File: config.mk
export PLATFORM = sky130hd
export DESIGN_NAME = addsub_arbiter
export DESIGN_NICKNAME = d
export VERILOG_FILES = /design/src/rtl/addsub_arb_pkg.sv /design/src/rtl/add_sub_32.sv /design/src/rtl/addsub_arbiter.sv
export SDC_FILE = /design/constraint.sdc
export NUM_CORES = 1
export LEC_CHECK = 0
export CORE_ASPECT_RATIO = 0.7
export CORE_MARGIN = 2
export CORE_UTILIZATION = 51
export CTS_CLUSTER_DIAMETER = 30
export DETAILED_ROUTE_END_ITERATION = 8
export MAX_ROUTING_LAYER = met4
export PLACE_DENSITY = 0.81
export SYNTH_ARGS = -nofsm -noshare
export SYNTH_HDL_FRONTEND = slang
export SYNTH_HIERARCHICAL = 1
export SYNTH_SLANG_ARGS = --single-unit
File: constraint.sdc
create_clock -name clk -period 3.7 [get_ports clk]
set_input_delay 0.74 -clock clk [delete_from_list [all_inputs] [get_ports clk]]
set_output_delay 0.74 -clock clk [all_outputs]
set_load 0.005 [all_outputs]
File: src/rtl/addsub_arb_pkg.sv
// ---------------------------------------------------------------------------
// addsub_arb_pkg
// Shared definitions for the two-requester add/subtract arbiter:
//   - DATA_W   : operand / result width (32)
//   - OP_ADD / OP_SUB : encoding of the reqN_sub operation select
//   - state_t  : arbiter FSM states (IDLE, EXEC, RESP)
//   - ovf_detect() : signed-overflow helper used when ADDSUB_ARB_OVF_EN
//                    is defined
// ---------------------------------------------------------------------------
package addsub_arb_pkg;

    localparam int DATA_W = 32;

    localparam logic OP_ADD = 1'b0;
    localparam logic OP_SUB = 1'b1;

    typedef enum logic [1:0] {
        IDLE = 2'd0,
        EXEC = 2'd1,
        RESP = 2'd2
    } state_t;

    // Signed overflow of a + b_eff: both addends carry the same sign but
    // the result sign differs.  For a subtract, b_eff is ~b, so its sign
    // bit is the inverted sign of b.
    function automatic logic ovf_detect(input logic a_msb,
                                        input logic b_eff_msb,
                                        input logic sum_msb);
        return (a_msb == b_eff_msb) && (sum_msb != a_msb);
    endfunction

endpackage

File: src/rtl/add_sub_32.sv
// ---------------------------------------------------------------------------
// add_sub_32
// 32-bit adder / subtractor shared by both requesters.
//   a, b   : operands
//   sel    : 0 = a + b, 1 = a - b (computed as a + ~b + 1)
//   sum    : result modulo 2^32
//   cout   : carry out of bit 31; on subtract 1 means no borrow
// ---------------------------------------------------------------------------
module add_sub_32 (
    input  logic [31:0] a,
    input  logic [31:0] b,
    input  logic        sel,
    output logic [31:0] sum,
    output logic        cout
);

    logic [31:0] b_eff;
    logic [32:0] total;

    assign b_eff = sel ? ~b : b;

    // The +1 of the two's complement negate enters as the carry-in.
    assign total = {1'b0, a} + {1'b0, b_eff} + {32'd0, sel};

    assign sum  = total[31:0];
    assign cout = total[32];

endmodule

File: src/rtl/addsub_arbiter.sv
// ---------------------------------------------------------------------------
// addsub_arbiter
// Round-robin arbiter that lets two requesters share one add_sub_32.
// Each accepted operation takes three cycles: IDLE (accept) -> EXEC
// (adder works on the captured operands) -> RESP (result held until the
// consumer takes it).
//
// Parameters
//   PRIO0_FIRST : 1 = requester 0 wins the first contended grant after
//                 reset, 0 = requester 1 wins it
//
// Ports
//   clk, rst_n                 : clock, asynchronous active-low reset
//   reqN_valid / reqN_ready    : request handshake for requester N
//   reqN_a, reqN_b, reqN_sub   : operands and op select (0 add, 1 sub)
//   rsp_valid / rsp_ready      : response handshake
//   rsp_id                     : index of the requester that issued it
//   rsp_sum, rsp_cout, rsp_ovf : result, carry-out, signed overflow
//
// Build option
//   ADDSUB_ARB_OVF_EN : when defined, rsp_ovf reports signed overflow of
//                       the executed operation; otherwise rsp_ovf is 0 and
//                       no overflow logic exists.
// ---------------------------------------------------------------------------
module addsub_arbiter
    import addsub_arb_pkg::*;
#(
    parameter int PRIO0_FIRST = 1
) (
    input  logic        clk,
    input  logic        rst_n,

    input  logic        req0_valid,
    output logic        req0_ready,
    input  logic [31:0] req0_a,
    input  logic [31:0] req0_b,
    input  logic        req0_sub,

    input  logic        req1_valid,
    output logic        req1_ready,
    input  logic [31:0] req1_a,
    input  logic [31:0] req1_b,
    input  logic        req1_sub,

    output logic        rsp_valid,
    input  logic        rsp_ready,
    output logic        rsp_id,
    output logic [31:0] rsp_sum,
    output logic        rsp_cout,
    output logic        rsp_ovf
);

    state_t state, state_nxt;

    // 1 = requester 1 wins the next contended cycle, 0 = requester 0 does.
    logic prio1;

    logic              accept;
    logic              acc_id;

    logic [DATA_W-1:0] op_a;
    logic [DATA_W-1:0] op_b;
    logic              op_sub;
    logic              op_id;

    logic [DATA_W-1:0] add_sum;
    logic              add_cout;

    // ---------------------------------------------------------------
    // Grant selection and next state
    // ---------------------------------------------------------------
    always_comb begin
        req0_ready = 1'b0;
        req1_ready = 1'b0;
        state_nxt  = state;

        case (state)
            IDLE: begin
                if (req0_valid && req1_valid) begin
                    req0_ready = !prio1;
                    req1_ready = prio1;
                end else begin
                    req0_ready = req0_valid;
                    req1_ready = req1_valid;
                end
                if (req0_valid || req1_valid) begin
                    state_nxt = EXEC;
                end
            end
            EXEC: begin
                state_nxt = RESP;
            end
            RESP: begin
                if (rsp_ready) begin
                    state_nxt = IDLE;
                end
            end
            default: begin
                state_nxt = IDLE;
            end
        endcase
    end

    // A ready is only ever raised alongside its valid, so either ready
    // marks an accepted request.
    assign accept    = req0_ready || req1_ready;
    assign acc_id    = req1_ready;
    assign rsp_valid = (state == RESP);

    // ---------------------------------------------------------------
    // State and round-robin pointer
    // ---------------------------------------------------------------
    always_ff @(posedge clk or negedge rst_n) begin
        if (!rst_n) begin
            state <= IDLE;
            prio1 <= (PRIO0_FIRST == 0);
        end else begin
            state <= state_nxt;
            if (accept) begin
                // Whoever was just served yields the next contention.
                prio1 <= !acc_id;
            end
        end
    end

    // ---------------------------------------------------------------
    // Operand capture on accept
    // ---------------------------------------------------------------
    always_ff @(posedge clk or negedge rst_n) begin
        if (!rst_n) begin
            op_a   <= '0;
            op_b   <= '0;
            op_sub <= OP_ADD;
            op_id  <= 1'b0;
        end else if (accept) begin
            op_a   <= acc_id ? req1_a   : req0_a;
            op_b   <= acc_id ? req1_b   : req0_b;
            op_sub <= acc_id ? req1_sub : req0_sub;
            op_id  <= acc_id;
        end
    end

    // ---------------------------------------------------------------
    // Shared adder, working on the captured operands during EXEC
    // ---------------------------------------------------------------
    add_sub_32 u_add_sub (
        .a    (op_a),
        .b    (op_b),
        .sel  (op_sub),
        .sum  (add_sum),
        .cout (add_cout)
    );

    // ---------------------------------------------------------------
    // Response registers, loaded on the EXEC -> RESP edge and held
    // untouched through RESP so a stalled consumer sees stable data
    // ---------------------------------------------------------------
    always_ff @(posedge clk or negedge rst_n) begin
        if (!rst_n) begin
            rsp_id   <= 1'b0;
            rsp_sum  <= '0;
            rsp_cout <= 1'b0;
        end else if (state == EXEC) begin
            rsp_id   <= op_id;
            rsp_sum  <= add_sum;
            rsp_cout <= add_cout;
        end
    end

`ifdef ADDSUB_ARB_OVF_EN
    logic b_eff_msb;
    logic ovf_calc;

    assign b_eff_msb = (op_sub == OP_SUB) ? !op_b[DATA_W-1] : op_b[DATA_W-1];
    assign ovf_calc  = ovf_detect(op_a[DATA_W-1], b_eff_msb, add_sum[DATA_W-1]);

    always_ff @(posedge clk or negedge rst_n) begin
        if (!rst_n) begin
            rsp_ovf <= 1'b0;
        end else if (state == EXEC) begin
            rsp_ovf <= ovf_calc;
        end
    end
`else
    assign rsp_ovf = 1'b0;
`endif

endmodule

==> summary.md, run 1 <==
| Metric | Value |
|---|---|
| Hold-fix buffer count after cts | `0` |
| Master cell of the clock root buffer | `clkbuf_16` |
| Post-route setup slack | `around 0.34 ns` |
| Unrepaired setup endpoints after global routing | `false` |
| Leading register cell type out of synthesis | `dfrtp_1` |
| Slowest stage cell, crit path | `fa_1` |
| Per-instance average area after synthesis | `11.0 µm²` |
| # port buffers | `171` |
| Number of antenna violations at the first check in global routing | `0` |
| Worst slew slack as a fraction of its limit | `0.258` |
| HPWL after detailed placement | `14.5 mm` |
| CTS H-Tree Depth | `3` |
| Leakage power of the design | `3.91 nW` |
| Power per cell area | `1160 mW/mm²` |
| Worst slew pin tran | `around 1.1 ns` |
| Number of max-capacitance violations reported | `0` |
| Clock sink count | `103` |
| Wire length per cell | `between 20 and 25 µm` |
| Worst setup EP type | `flop` |
| Clock slew at reported path FFs | `0.07 ns` |
| Drt initial violations | `479` |
| Placement Rows | `36` |
| Post-Synthesis Cell Area | `~0.0074 mm²` |
| Number of clock buffers inserted by TritonCTS | `9` |
| WP data required | `3.93 ns` |
| Cells resized by post-CTS repair | `0` |
| Final slew viol count | `0` |
| Via count of the first global-routing pass | `~6,100` |
| Hold violation count in the final report | `0` |
| Crit Path Class | `reg2reg` |
| Post-layout nets | `966` |
| Total die area | `between 0.015 and 0.02 mm²` |
| Count of inserted antenna diode cells | `0` |
| Nature of the critical path startpoint | `flop` |
| Number of distinct library cells after synthesis | `57` |
| Starting density of the core | `0.526` |
| Post-place setup slack | `0.337 ns` |
| Total vias in the final route | `roughly 6,100` |
| Yosys warnings | `6` |
| Global-route wire length before repair | `33.0 mm` |
| Gr usage total | `0.271` |
| Routed wire length | `around 20 mm` |
| Area Growth Syn to Fin | `26.9%` |
| Count of pins on the block boundary | `173` |
| Antenna viol nets, final | `0` |
| Number of remaining DRC errors | `0` |
| CP max stage delay | `0.44 ns` |
| Maximum number of pins on one net before global-route repair | `69` |
| Worst-case clock skew | `0.00620 ns` |
| Maximum clock path buffer count | `2` |
| Core area | `0.0140 mm²` |
| Total congestion overflow after global routing | `0` |
| Avg Vias per Cell | `a little over 6` |
| Worst-case vdd ir drop | `0.550 mV` |
| Drt first pass iters | `5` |
| Worst path arrival time | `3.59 ns` |
| Fraction of layout instances using a drive strength above 1 | `0.134` |
| Result of the run | `completed` |
| Top fanout value on the critical path | `22` |
| Total of flip-flops plus latches after synthesis | `103` |
| Die boundary width | `148 µm` |
| Routability congestion estimate | `0.878` |
| Number of standard cells after synthesis | `671` |
| Fmax | `297 MHz` |
| Hold/Removal Path Class | `in2async` |
| Synthesized net count | `841` |
| Time the final worst path needs with I/O delays and setup | `3.36 ns` |
| Sum of negative setup slack | `0 ns` |
| Share of the yosys chip area belonging to registers | `0.350` |
| TritonCTS clock tree | `done` |
| Async set-reset flop share out of synthesis | `1.00` |
| Clock network latency to the later pin of the worst-skew pair | `~0.35 ns` |
| Setup fix buffers added after clock tree synthesis | `0` |
| Number of synthesized flops with an enable pin | `0` |
| Part of the cycle the worst path needs | `0.909` |
| Vertical die dimension | `105 µm` |
| Count of endpoints failing setup in the final report | `0` |
| Cells along the critical path | `buf_4, mux2i_1, fa_1, nor2b_1, o21bai_1, a311oi_1, nand3b_1, a21oi_1, o31ai_1, a221oi_1, xnor2_1, mux2_1` |
layout by cell type, fill, tap and decap left out, drive strengths merged, types with 4 or more instances in the layout:
master         count
a21o              21
a21oi             28
a221o             65
a31oi              4
and4              68
buf               13
clkbuf             9
clkdlybuf4s50    169
dfrtp            103
ha                34
inv               17
mux2              34
nand2             11
nand2b             5
nand3              6
nand4             11
nor2              16
nor2b              5
nor3               5
nor3b             65
o21ai             14
o21bai             5
xnor2             20
xor2              42
report_power, final:
part / switching (mW) / internal, mW / leakage, nW
Sequential: 0.503 / 1.75 / 1.22
Combinational: 4.05 / 3.53 / 2.53
Clock: 0.431 / 0.602 / 0.161
worst paths after layout:
check / start / end / slack, ns / cells past startpoint
setup / recovery: op_sub / rsp_sum[26] / 0.34 / 12
hold / removal: rst_n / rsp_sum[12] / 0.42 / 1
setup reg to reg: op_sub / rsp_sum[26] / 0.34 / 12
hold reg to reg: op_id / op_id / 0.48 / 1
max in group asynchronous: rst_n / op_sub / 2.56 / 2
min in group clk: op_id / op_id / 0.48 / 1
sequential cells by signal, indices dropped and copies added (netlist names):
signal,flops
op_a,32
rsp_id,1
op_id,1
prio1,1
state,2
rsp_cout,1
op_sub,1
rsp_sum,32
op_b,32
synth_stat cells (2+ instances only):
| cell type | instances | share of area |
|---|---|---|
| dfrtp_1 | 103 | 0.35 |
| and4_1 | 68 | 0.081 |
| a221o_1 | 65 | 0.088 |
| nor3b_2 | 50 | 0.085 |
| xor2_1 | 42 | 0.050 |
| ha_1 | 34 | 0.058 |
| clkbuf_1 | 28 | 0.014 |
| a21oi_1 | 26 | 0.018 |
| mux2_1 | 25 | 0.038 |
| a21o_1 | 21 | 0.021 |
| xnor2_1 | 20 | 0.024 |
| buf_2 | 16 | 0.011 |
| nor2_1 | 15 | 0.0076 |
| nor3b_1 | 15 | 0.015 |
| buf_4 | 13 | 0.013 |
| inv_1 | 12 | 0.0061 |
| nand2_1 | 11 | 0.0056 |
| nand4_1 | 11 | 0.0093 |
| buf_6 | 10 | 0.015 |
| mux2_2 | 9 | 0.014 |
| o21ai_0 | 7 | 0.0048 |
| o21ai_1 | 6 | 0.0041 |
| nand3_1 | 5 | 0.0034 |
| nor2b_1 | 5 | 0.0042 |
| o21bai_1 | 5 | 0.0051 |
| a31oi_1 | 4 | 0.0034 |
| nand2b_1 | 4 | 0.0034 |
| a211o_1 | 3 | 0.0036 |
| nor3_1 | 3 | 0.0020 |
| a21oi_2 | 2 | 0.0024 |
| a221oi_1 | 2 | 0.0024 |
| nor3_2 | 2 | 0.0027 |
| o21a_1 | 2 | 0.0020 |
| o22ai_1 | 2 | 0.0017 |
| o31ai_1 | 2 | 0.0020 |
| or2_2 | 2 | 0.0017 |
worst max-delay path: cells and delay by family (launching register included):
kind	cells	cell delay, ns
AO/OA/AOI/OAI	5	1.07
XOR/XNOR	1	0.15
adder cells (fa/ha/maj)	1	0.44
buffers and inverters	1	0.33
flip-flops	1	0.38
multiplexers	2	0.47
AND/OR/NAND/NOR	2	0.41
area by class of cell:
type	count	area, µm²
clock buffer	9	225
clock inverter	7	100
fill	1052	4660
inverter	13	48.8
multi-input combinational	487	4360
sequential	103	2580
tap	190	238
timing repair buffer	182	1800
layer usage:
metal / wire (µm) / up-vias / share of wire / track usage
met5: 0 / - / 0 / -
met4: 96 / 0 / 0.0048 / 0.0433
met3: 1380 / 12 / 0.069 / 0.0467
met2: 8260 / 236 / 0.42 / 0.380
met1: 10100 / 2994 / 0.51 / 0.417
li1: - / 2836 / - / -
metrics by stage:
step / util / hold slack, ns / power (mW) / instances / instance area, µm²
2_1_floorplan: - / 0.444 / 7.75 / 671 / 7360
3_3_place_gp: 0.644 / 0.454 / 9.55 / 975 / 9020
3_5_place_dp: 0.644 / 0.462 / 9.71 / 975 / 9020
4_1_cts: 0.667 / 0.432 / 10.8 / 991 / 9350
5_1_grt: 0.667 / 0.460 / 11.7 / 991 / 9350
6_report: 0.667 / 0.417 / 10.9 / 991 / 9350
cell families (layout without fill, tap and decap cells):
kind of cell / after synthesis / after routing / synth area share
xor gates and xnor gates: 62 / 62 / 0.0737
muxes: 35 / 35 / 0.0533
DFF: 103 / 103 / 0.350
buffers and inverters: 81 / 211 / 0.0608
other: 1 / 1 / 0.000509
and+or+nand+nor: 198 / 198 / 0.230
adders and majority gates: 35 / 35 / 0.0605
AOI/OAI and AO/OA: 156 / 156 / 0.171
No activity file was read; power rests on OpenSTA's default activity.
==> run 2: changes to the inputs <==
Settings changed: CTS_CLUSTER_DIAMETER 30 to unset, GPL_TIMING_DRIVEN set to 1.
==> results of run 2 <==
Final layout, timing and power as in run 1 (identical DEF).
==> run 3: changes to the inputs <==
Settings changed: CORE_UTILIZATION 51 to 49, SYNTH_HIERARCHICAL 1 to unset.
==> summary.md, run 3 <==
| Metric | Value |
|---|---|
| Most common library cell in the layout ignoring fill and taps | `clkdlybuf4s50_1 (unchanged)` |
| Number of antenna violations at the first check in global routing | `0 (unchanged)` |
| Starting density of the core | `0.501 (was 0.526)` |
| Number of distinct library cells after synthesis | `49 (was 57)` |
| Clock slew at reported path FFs | `0.07 ns (about the same)` |
| Gr usage total | `0.293 (was 0.271)` |
| Number of standard cells in the final layout excluding fillers | `983 (was 991)` |
| Utilization of the core after routing | `0.671 (was 0.667)` |
| Yosys warnings | `0 (was 6)` |
| Nature of the critical path startpoint | `flop (unchanged)` |
| Async set-reset flop share out of synthesis | `1.00 (unchanged)` |
| Complex-gate fraction of the synthesized area | `0.232 (was 0.171)` |
| Clock sink count | `103 (unchanged)` |
| Inst Count DP | `967 (was 975)` |
| Worst-case clock skew | `0.00846 ns (was 0.00620 ns)` |
| CTS H-Tree Depth | `3 (unchanged)` |
| Worst setup EP type | `flop (unchanged)` |
| Drt first pass iters | `9 (was 5)` |
| Wire length per cell | `18.9 µm (was 20.0 µm)` |
| Top cells by area, synth | `dfrtp_1 (41%), a222oi_1 (8.0%), ha_1 (6.8%), xor2_1 (5.8%), nand2_1 (5.1%) (was dfrtp_1 (35%), a221o_1 (8.8%), nor3b_2 (8.5%), and4_1 (8.1%), ha_1 (5.8%))` |
| Cell type with the largest total area after synthesis | `dfrtp_1 (unchanged)` |
| Leakage power of the design | `3.86 nW (was 3.91 nW)` |
| Sum of negative setup slack | `0 ns (unchanged)` |
| Worst path arrival time | `3.58 ns (was 3.59 ns)` |
| Post-layout nets | `986 (was 966)` |
| Number of standard cells after synthesis | `670 (was 671)` |
| Share of the yosys chip area belonging to registers | `0.414 (was 0.350)` |
| Number of remaining DRC errors | `0 (unchanged)` |
| Number of clock buffers inserted by TritonCTS | `9 (unchanged)` |
| Routed wire length | `18.6 mm (was 19.8 mm)` |
| Most frequent cells in the layout | `clkdlybuf4s50_1 (170), dfrtp_1 (102), nand2_1 (84) (was clkdlybuf4s50_1 (169), dfrtp_1 (102), and4_1 (68))` |
| Count leader, synth | `dfrtp_1 (unchanged)` |
| Vertical die dimension | `98.3 µm (was 105 µm)` |
| Area Growth Syn to Fin | `34.0% (was 26.9%)` |
| Time the final worst path needs with I/O delays and setup | `3.34 ns (was 3.36 ns)` |
| Hold violation count in the final report | `0 (unchanged)` |
| Cells resized by post-CTS repair | `0 (unchanged)` |
| Result of the run | `completed (unchanged)` |
| Ranking of synthesized cells by instance count | `dfrtp_1 (103), nand2_1 (84), inv_1 (58), o21ai_0 (58), a222oi_1 (50) (was dfrtp_1 (103), and4_1 (68), a221o_1 (65))` |
| Fraction of post-synthesis cell area in the top cell type by area | `0.414 (was 0.350)` |
| Worst slew slack as a fraction of its limit | `0.391 (was 0.258)` |
| TritonCTS clock tree | `done (unchanged)` |
| Worst r2r src | `op_sub (unchanged)` |
| HPWL after detailed placement | `14.7 mm (was 14.5 mm)` |
| Antenna viol nets, final | `0 (unchanged)` |
| Leading register cell type out of synthesis | `dfrtp_1 (unchanged)` |
| Die boundary width | `139 µm (was 148 µm)` |
| Count of inserted antenna diode cells | `0 (unchanged)` |
| Power per cell area | `1180 mW/mm² (was 1160 mW/mm²)` |
| Avg Vias per Cell | `5.88 (was 6.13)` |
| Total congestion overflow after global routing | `0 (unchanged)` |
| Count of pins on the block boundary | `173 (unchanged)` |
| Clock network latency to the later pin of the worst-skew pair | `0.35 ns (about the same)` |
| Final slew viol count | `0 (unchanged)` |
| Part of the cycle the worst path needs | `0.903 (was 0.909)` |
| Total vias in the final route | `5,779 (was 6,078)` |
| Placement Rows | `34 (was 36)` |
| Maximum clock path buffer count | `2 (unchanged)` |
| Proportion of synthesized area in mux cells | `0.0312 (was 0.0533)` |
| Main combinational cell family by area after synthesis | `compound AO/OA/AOI/OAI gates (was simple AND/OR/NAND/NOR gates)` |
| # port buffers | `171 (unchanged)` |
| Routability congestion estimate | `0.921 (was 0.878)` |
| Unrepaired setup endpoints after global routing | `false (unchanged)` |
| Maximum number of pins on one net before global-route repair | `73 (was 69)` |
| Count of endpoints failing setup in the final report | `0 (unchanged)` |
| Drt initial violations | `541 (was 479)` |
| R2R cell count | `10 (was 12)` |
| Crit Path Class | `reg2reg (unchanged)` |
| Number of synthesized flops with an enable pin | `0 (unchanged)` |
| Register-to-register path setup slack | `0.36 ns (was 0.34 ns)` |
| Total of flip-flops plus latches after synthesis | `103 (unchanged)` |
| Post-Synthesis Cell Area | `0.00622 mm² (was 0.00736 mm²)` |
| Worst slew pin tran | `0.914 ns (was 1.11 ns)` |
| Master cell of the clock root buffer | `clkbuf_16 (unchanged)` |
| Fmax | `299 MHz (was 297 MHz)` |
| Global-route wire length before repair | `30.8 mm (was 33.0 mm)` |
| Number of max-capacitance violations reported | `0 (unchanged)` |
| Launch point of the worst path | `op_sub (unchanged)` |
| Synthesized-area fraction occupied by xor and xnor cells | `0.0788 (was 0.0737)` |
| Hold-fix buffer count after cts | `0 (unchanged)` |
| Setup fix buffers added after clock tree synthesis | `0 (unchanged)` |
| WP data required | `3.93 ns (about the same)` |
| Capturing instance or port of the critical path | `rsp_sum[26] (unchanged)` |
| Registers with the highest flip-flop counts | `op_a: 32 flops, op_b: 32 flops, rsp_sum: 32 flops (unchanged)` |
| Via count of the first global-routing pass | `5,692 (was 6,074)` |
| Hold/Removal Path Class | `reg2reg (was in2async)` |
| Fraction of layout instances using a drive strength above 1 | `0.0414 (was 0.134)` |
| Core area | `0.0124 mm² (was 0.0140 mm²)` |
| Simple-gate portion of the synthesized area | `0.108 (was 0.230)` |
| Per-instance average area after synthesis | `9.29 µm² (was 11.0 µm²)` |
| Hold_ws | `0.482 ns (was 0.417 ns)` |
| RR Endpoint | `rsp_sum[26] (unchanged)` |
| Total die area | `0.0136 mm² (was 0.0154 mm²)` |
| Adder-cell share of the synthesized area | `0.0716 (was 0.0605)` |
| Worst-case vdd ir drop | `0.608 mV (was 0.550 mV)` |
| Top fanout value on the critical path | `18 (was 22)` |
| Synthesized net count | `840 (was 841)` |
run 3: final cells by class:
type	instances	area [µm²]
fillers	995	4080
multi-input cells	465	3280
flip-flops and latches	103	2580
clock inverters	6	50.0
inverters	58	218
clock buffers	10	229
repair buffers	179	1780
well taps	162	203
run 3: how the worst min path moves through the flow:
stage	to	startpoint	slack, ns	cells past startpoint
4_1_cts	rsp_sum[28]	rsp_sum[28]	0.49	2
2_1_floorplan	op_a[0]	rst_n	0.44	0
6_report	rsp_sum[23]	rsp_sum[23]	0.48	2
3_5_place_dp	rsp_sum[28]	rsp_sum[28]	0.47	2
3_3_place_gp	rsp_sum[21]	rsp_sum[21]	0.46	2
5_1_grt	rsp_sum[6]	rsp_sum[6]	0.50	2
run 3: kinds of logic after synthesis:
logic type | count (synthesis)
flops | 103
buf+inv | 102
other cells | 1
compound gates | 205
mux | 19
fa+ha+maj | 35
xor+xnor | 56
simple gates | 149
run 3: stage by stage:
stage / worst slack (ns) / power [mW] / area [µm²]
after floorplan: 0.835 / 6.63 / 6220
after global placement: 0.504 / 8.65 / 8060
after detailed placement: 0.353 / 8.78 / 8060
after CTS: 0.356 / 9.73 / 8340
after global routing: 0.0630 / 10.7 / 8340
final: 0.357 / 9.83 / 8340
run 3: layer usage:
metal / vias to the layer above / track usage / share of wire / routed length (µm)
li1: 2713 / - / - / -
met4: 0 / 0.0443 / 0.0093 / 173
met3: 16 / 0.0579 / 0.075 / 1400
met5: - / - / 0 / 0
met1: 2806 / 0.461 / 0.51 / 9460
met2: 244 / 0.395 / 0.41 / 7580
run 3: worst max-delay path: stages (launching register included):
cell and delay [ns]:
dfrtp_2 0.68, xor2_1 0.26, inv_1 0.09, fa_1 0.43, nor2b_1 0.17, o311ai_1 0.14, a21oi_1 0.41, o31ai_1 0.21
a211oi_1 0.58, nand4b_1 0.19, nand3_1 0.07
run 3: report_power, final:
part / switching, mW / leakage (nW) / total, mW / internal (mW)
combinational: 3.95 / 2.46 / 6.75 / 2.80
sequential: 0.471 / 1.27 / 2.17 / 1.70
clock: 0.442 / 0.130 / 0.907 / 0.465
total: 4.86 / 3.86 / 9.83 / 4.97
==> patch 1: new RTL, config.mk and constraints of run 3 <==
Re-encode `state_t` (3 states) as one-hot, 3 bits wide.
--- a/src/rtl/addsub_arb_pkg.sv
+++ b/src/rtl/addsub_arb_pkg.sv
@@ -14,10 +14,10 @@
     localparam logic OP_ADD = 1'b0;
     localparam logic OP_SUB = 1'b1;
 
-    typedef enum logic [1:0] {
-        IDLE = 2'd0,
-        EXEC = 2'd1,
-        RESP = 2'd2
+    typedef enum logic [2:0] {
+        IDLE = 3'b001,
+        EXEC = 3'b010,
+        RESP = 3'b100
     } state_t;
 
     // Signed overflow of a + b_eff: both addends carry the same sign but
Formal check against the unedited RTL: no difference found for any inputs over 10 cycles, from zero or initial values and one cycle with rst_n low; not proved beyond that.
==> patch 1 against run 3 <==
The run now ends with DRC left. Total power down 4.2%. Maximum frequency up 5.4%. First-iteration DRC count up 8.3%. Routed wire length down 7.4%. Sequential cell count up 1. Cell area down 1.6%. Combinational power down 6.4%. Worst hold slack better by 0.0010 ns. Synthesized area down 3.1%. Worst setup slack better by 0.17 ns. Critical path depth up 2. Highest routed layer unchanged.
==> patch 1: results (changes against run 3) <==
[synth]
ys_top_cells_by_count = 103 x dfrtp_1, 59 x nand2_1, 58 x inv_1  ; was 103 x dfrtp_1, 84 x nand2_1, 58 x inv_1, 58 x o21ai_0, 50 x a222oi_1
synthMuxAreaShare_pct = 0.415  ; was 3.12%
syn-instance-count = 646  ; was 670
synthAdderAreaFrac_pct = 7.38  ; was 7.16%
synth_compound_area_share_pct = 20.9  ; was 23.2%
synth_top_family_by_area = compound AO/OA/AOI/OAI gates  ; unchanged
syn-num-nets = 816  ; was 840
synth_cell_types = 56  ; was 49
synthTopCellsByArea = dfrtp_1 43%, a222oi_1 8.3%, ha_1 7.1%, xor2_1 6.2%, nand2_1 3.7%  ; was dfrtp_1 41%, a222oi_1 8.0%, ha_1 6.8%, xor2_1 5.8%, nand2_1 5.1%
synth_xor_area_share_pct = 8.56  ; was 7.88%
synth.yosys.seq_area_share_pct = 43.2  ; was 41.4%

[route]
wl_met2_um = 7430  ; was 7580 um
drt-met1-wl_um = 8620  ; was 9460 um
dr_wl_met3_um = 1050  ; was 1400 um
vias_per_cell = 5.74  ; was 5.88
drc = 1  ; was 0
routedWlPerCell_um = 17.8  ; was 18.9 um
drt_iter0_markers = 586  ; was 541

[grt]
grtUsageMet2_pct = 38.6  ; was 39.5%
grt_pass1_vias = 5356  ; was 5692
grt_max_degree = 89  ; was 73
met1_usage_pct = 42.6  ; was 46.1%
grt.total_usage_pct = 27.6  ; was 29.3%
gr-usage-met3_pct = 4.35  ; was 5.79%
grt_pass1_wl_um = 28200  ; was 30800 um

[critical_path]
cp_slowest_cell = fa_1  ; was dfrtp_2
cp.arrival_ns = 3.37  ; was 3.58 ns
crit_path_max_fanout = 16  ; was 18
crit_path_max_incr_delay_ns = 0.43  ; was 0.68 ns

[place]
placed_cell_area_um2 = 7910  ; was 8060 um2
place.gp.congestion = 0.912  ; was 0.921
dp_slack_ns = 0.599  ; was 0.353 ns
post-place-cells = 950  ; was 967
place_hpwl_um = 13100  ; was 14700 um

[power_and_ir_drop]
ir_worst_vdd_v = 0.000493  ; was 0.000608 V
power.leakage_nw = 3.81  ; was 3.86 nW

[sta]
layout_min_cycle_time_ns = 3.17  ; was 3.34 ns
worst_pin_slew_ns = 1.08  ; was 0.914 ns
fin_skew_ns = 0.00811  ; was 0.00846 ns
hold_slack_ns = 0.483  ; was 0.482 ns

[run_status]
status = complete, but fails checks  ; was complete, no violations
violations = DRC

[final_layout]
final_nets = 974  ; was 986
layout-drive-gt1-share_pct = 5.81  ; was 4.14%
nFillCells = 886  ; was 995

patch 1: cell types whose count changed in the layout (fill, tap and decap cells not counted), sizes merged, moves of 7 or more:
cell and delta:
nand2 -25, mux2i -18, a21oi -10, nor2 +36
o21a -7, o21ai -19, nor3 +30
patch 1: worst paths after layout:
kind / startpoint / to / cells past startpoint
setup reg to reg: op_sub / rsp_sum[28] / 12
hold / removal: rsp_sum[11] / rsp_sum[11] / 2
hold reg to reg: rsp_sum[11] / rsp_sum[11] / 2
min in group asynchronous: rst_n / op_a[15] / 1
max in group asynchronous: rst_n / rsp_sum[6] / 2
setup / recovery: op_sub / rsp_sum[28] / 12
patch 1: final cells by class:
| cell class | instances | area [um2] | share of cell area (%) |
|---|---|---|---|
| Tap cell | 157 | 196 | 2.39 |
| Sequential cell | 104 | 2610 | 31.8 |
| Inverter | 60 | 225 | 2.75 |
| Timing Repair Buffer | 183 | 1800 | 21.9 |
| Multi-Input combinational cell | 446 | 3080 | 37.6 |
| Clock inverter | 6 | 66.3 | 0.808 |
| Clock buffer | 10 | 229 | 2.79 |
patch 1: worst max-delay path: cells and delay by family (launching register included):
family | cells | cell delay [ns]
AO/OA/AOI/OAI | 7 | 1.46
AND/OR/NAND/NOR | 1 | 0.17
adder cells (fa/ha/maj) | 1 | 0.43
buffers and inverters | 1 | 0.28
flip-flops | 1 | 0.38
multiplexers | 1 | 0.17
XOR/XNOR | 1 | 0.13
patch 1: cells by family after synthesis:
group / count (synthesis)
compound gates: 169
xor+xnor: 59
fa+ha+maj: 35
buf+inv: 96
flops: 104
mux: 2
other cells: 1
simple gates: 180
patch 1: power by group:
part | total, mW | switching (mW) | internal (mW)
Clock | 0.967 | 0.437 | 0.531
Sequential | 2.13 | 0.425 | 1.70
Combinational | 6.32 | 3.56 | 2.76
Total | 9.42 | 4.42 | 4.99
==> patch 2: new RTL, config.mk and constraints of run 3 <==
Made on the original files. Add a define of `ADDSUB_ARB_OVF_EN`.
--- a/src/rtl/addsub_arbiter.sv
+++ b/src/rtl/addsub_arbiter.sv
@@ -22,6 +22,8 @@
 //                       the executed operation; otherwise rsp_ovf is 0 and
 //                       no overflow logic exists.
 // ---------------------------------------------------------------------------
+`define ADDSUB_ARB_OVF_EN
+
 module addsub_arbiter
     import addsub_arb_pkg::*;
 #(
Formal check against the unedited RTL: not equivalent (a bounded check fails within 4 cycles, from zero or initial values and one cycle with rst_n low).
==> patch 2 against run 3 <==
Sequential cell count rose by 1. Worst setup slack gained 0.018 ns. Global-route usage grew 0.17 points. Clock power increased by 10%. Routed wire length is 0.63% higher. Maximum frequency is 0.55% higher. Cell area increased by 0.30%. Via count is 1.1% higher. Synthesized area decreased by 1.2%. Total power rose by 1.9%. Combinational power is 0.7% higher. Synthesized cell count fell by 3.0%. Largest power group unchanged.
==> patch 2: results (changes against run 3) <==
[critical_path]
rrSetupSlack_ns = 0.38  ; was 0.36 ns
cp.arrival_ns = 3.56  ; was 3.58 ns
r2r_cells = 12  ; was 10
cp_slowest_cell = dfrtp_1  ; was dfrtp_2
worstReg2RegEnd = rsp_sum[16]  ; was rsp_sum[26]

[final_layout]
n_all_buffers = 181  ; was 179
layout-drive-gt1-share_pct = 4.58  ; was 4.14%
area.sequential_um2 = 2600  ; was 2580 um2
final_nets = 970  ; was 986
multi_input_comb_area_um2 = 3200  ; was 3280 um2

[grt]
grt_max_degree = 67  ; was 73
gr-usage-met3_pct = 6.16  ; was 5.79%
grt.total_usage_pct = 29.5  ; was 29.3%

[power_and_ir_drop]
power.leakage_nw = 3.87  ; was 3.86 nW
pg_seq_mw = 2.21  ; was 2.17 mW
power.switching_mw = 4.90  ; was 4.86 mW
clkPwrFrac_pct = 10.0  ; was 9.2%

[hold_path]
min_path_type = input port to asynchronous set/reset pin  ; was register to register

[synth]
synthTopCellsByArea = dfrtp_1 42%, a222oi_1 8.1%, ha_1 6.3%, xor2_1 5.6%, o21ai_0 4.7%  ; was dfrtp_1 41%, a222oi_1 8.0%, ha_1 6.8%, xor2_1 5.8%, nand2_1 5.1%
avgSynthCellArea_um2 = 9.46  ; was 9.29 um2
synth.yosys.seq_area_share_pct = 42.3  ; was 41.4%
syn-num-nets = 817  ; was 840

[route]
routedWlPerCell_um = 19.3  ; was 18.9 um
drt_wl_total_um = 18700  ; was 18600 um
drt_iter0_markers = 843  ; was 541
wl_met2_um = 7550  ; was 7580 um

[sta]
max_freq_mhz = 301  ; was 299 MHz
worst_pin_slew_ns = 0.861  ; was 0.914 ns

[place]
post-place-cells = 954  ; was 967
dp_slack_ns = 0.478  ; was 0.353 ns
placed_cell_area_um2 = 8050  ; was 8060 um2
place_hpwl_um = 14500  ; was 14700 um

[run_status]
status = complete, no violations  ; unchanged

==> patch 2: cell count changes in the layout (fill, tap and decap cells not counted), moves of 4 or more <==
cell | before | now
and2_1 | 4 | 0
nand2_1 | 84 | 69
nor2_1 | 17 | 24
o211ai_1 | 7 | 1
==> patch 2: worst min-delay path by stage <==
stage / slack [ns] / from / cells after the start / endpoint
floorplan: 0.44 / rst_n / 0 / op_a[0]
global placement: 0.46 / rsp_id / 2 / rsp_id
detailed placement: 0.47 / rsp_id / 2 / rsp_id
CTS: 0.38 / rst_n / 1 / op_a[29]
global route: 0.40 / rst_n / 1 / op_a[29]
finish: 0.37 / rst_n / 1 / op_a[29]
==> patch 2: cell families after synthesis <==
logic type	synth area share, %
and+or+nand+nor	10.0
DFF	42.3
muxes	2.61
buffers and inverters	6.02
xor gates and xnor gates	8.12
AOI/OAI and AO/OA	24.2
adders and majority gates	6.64
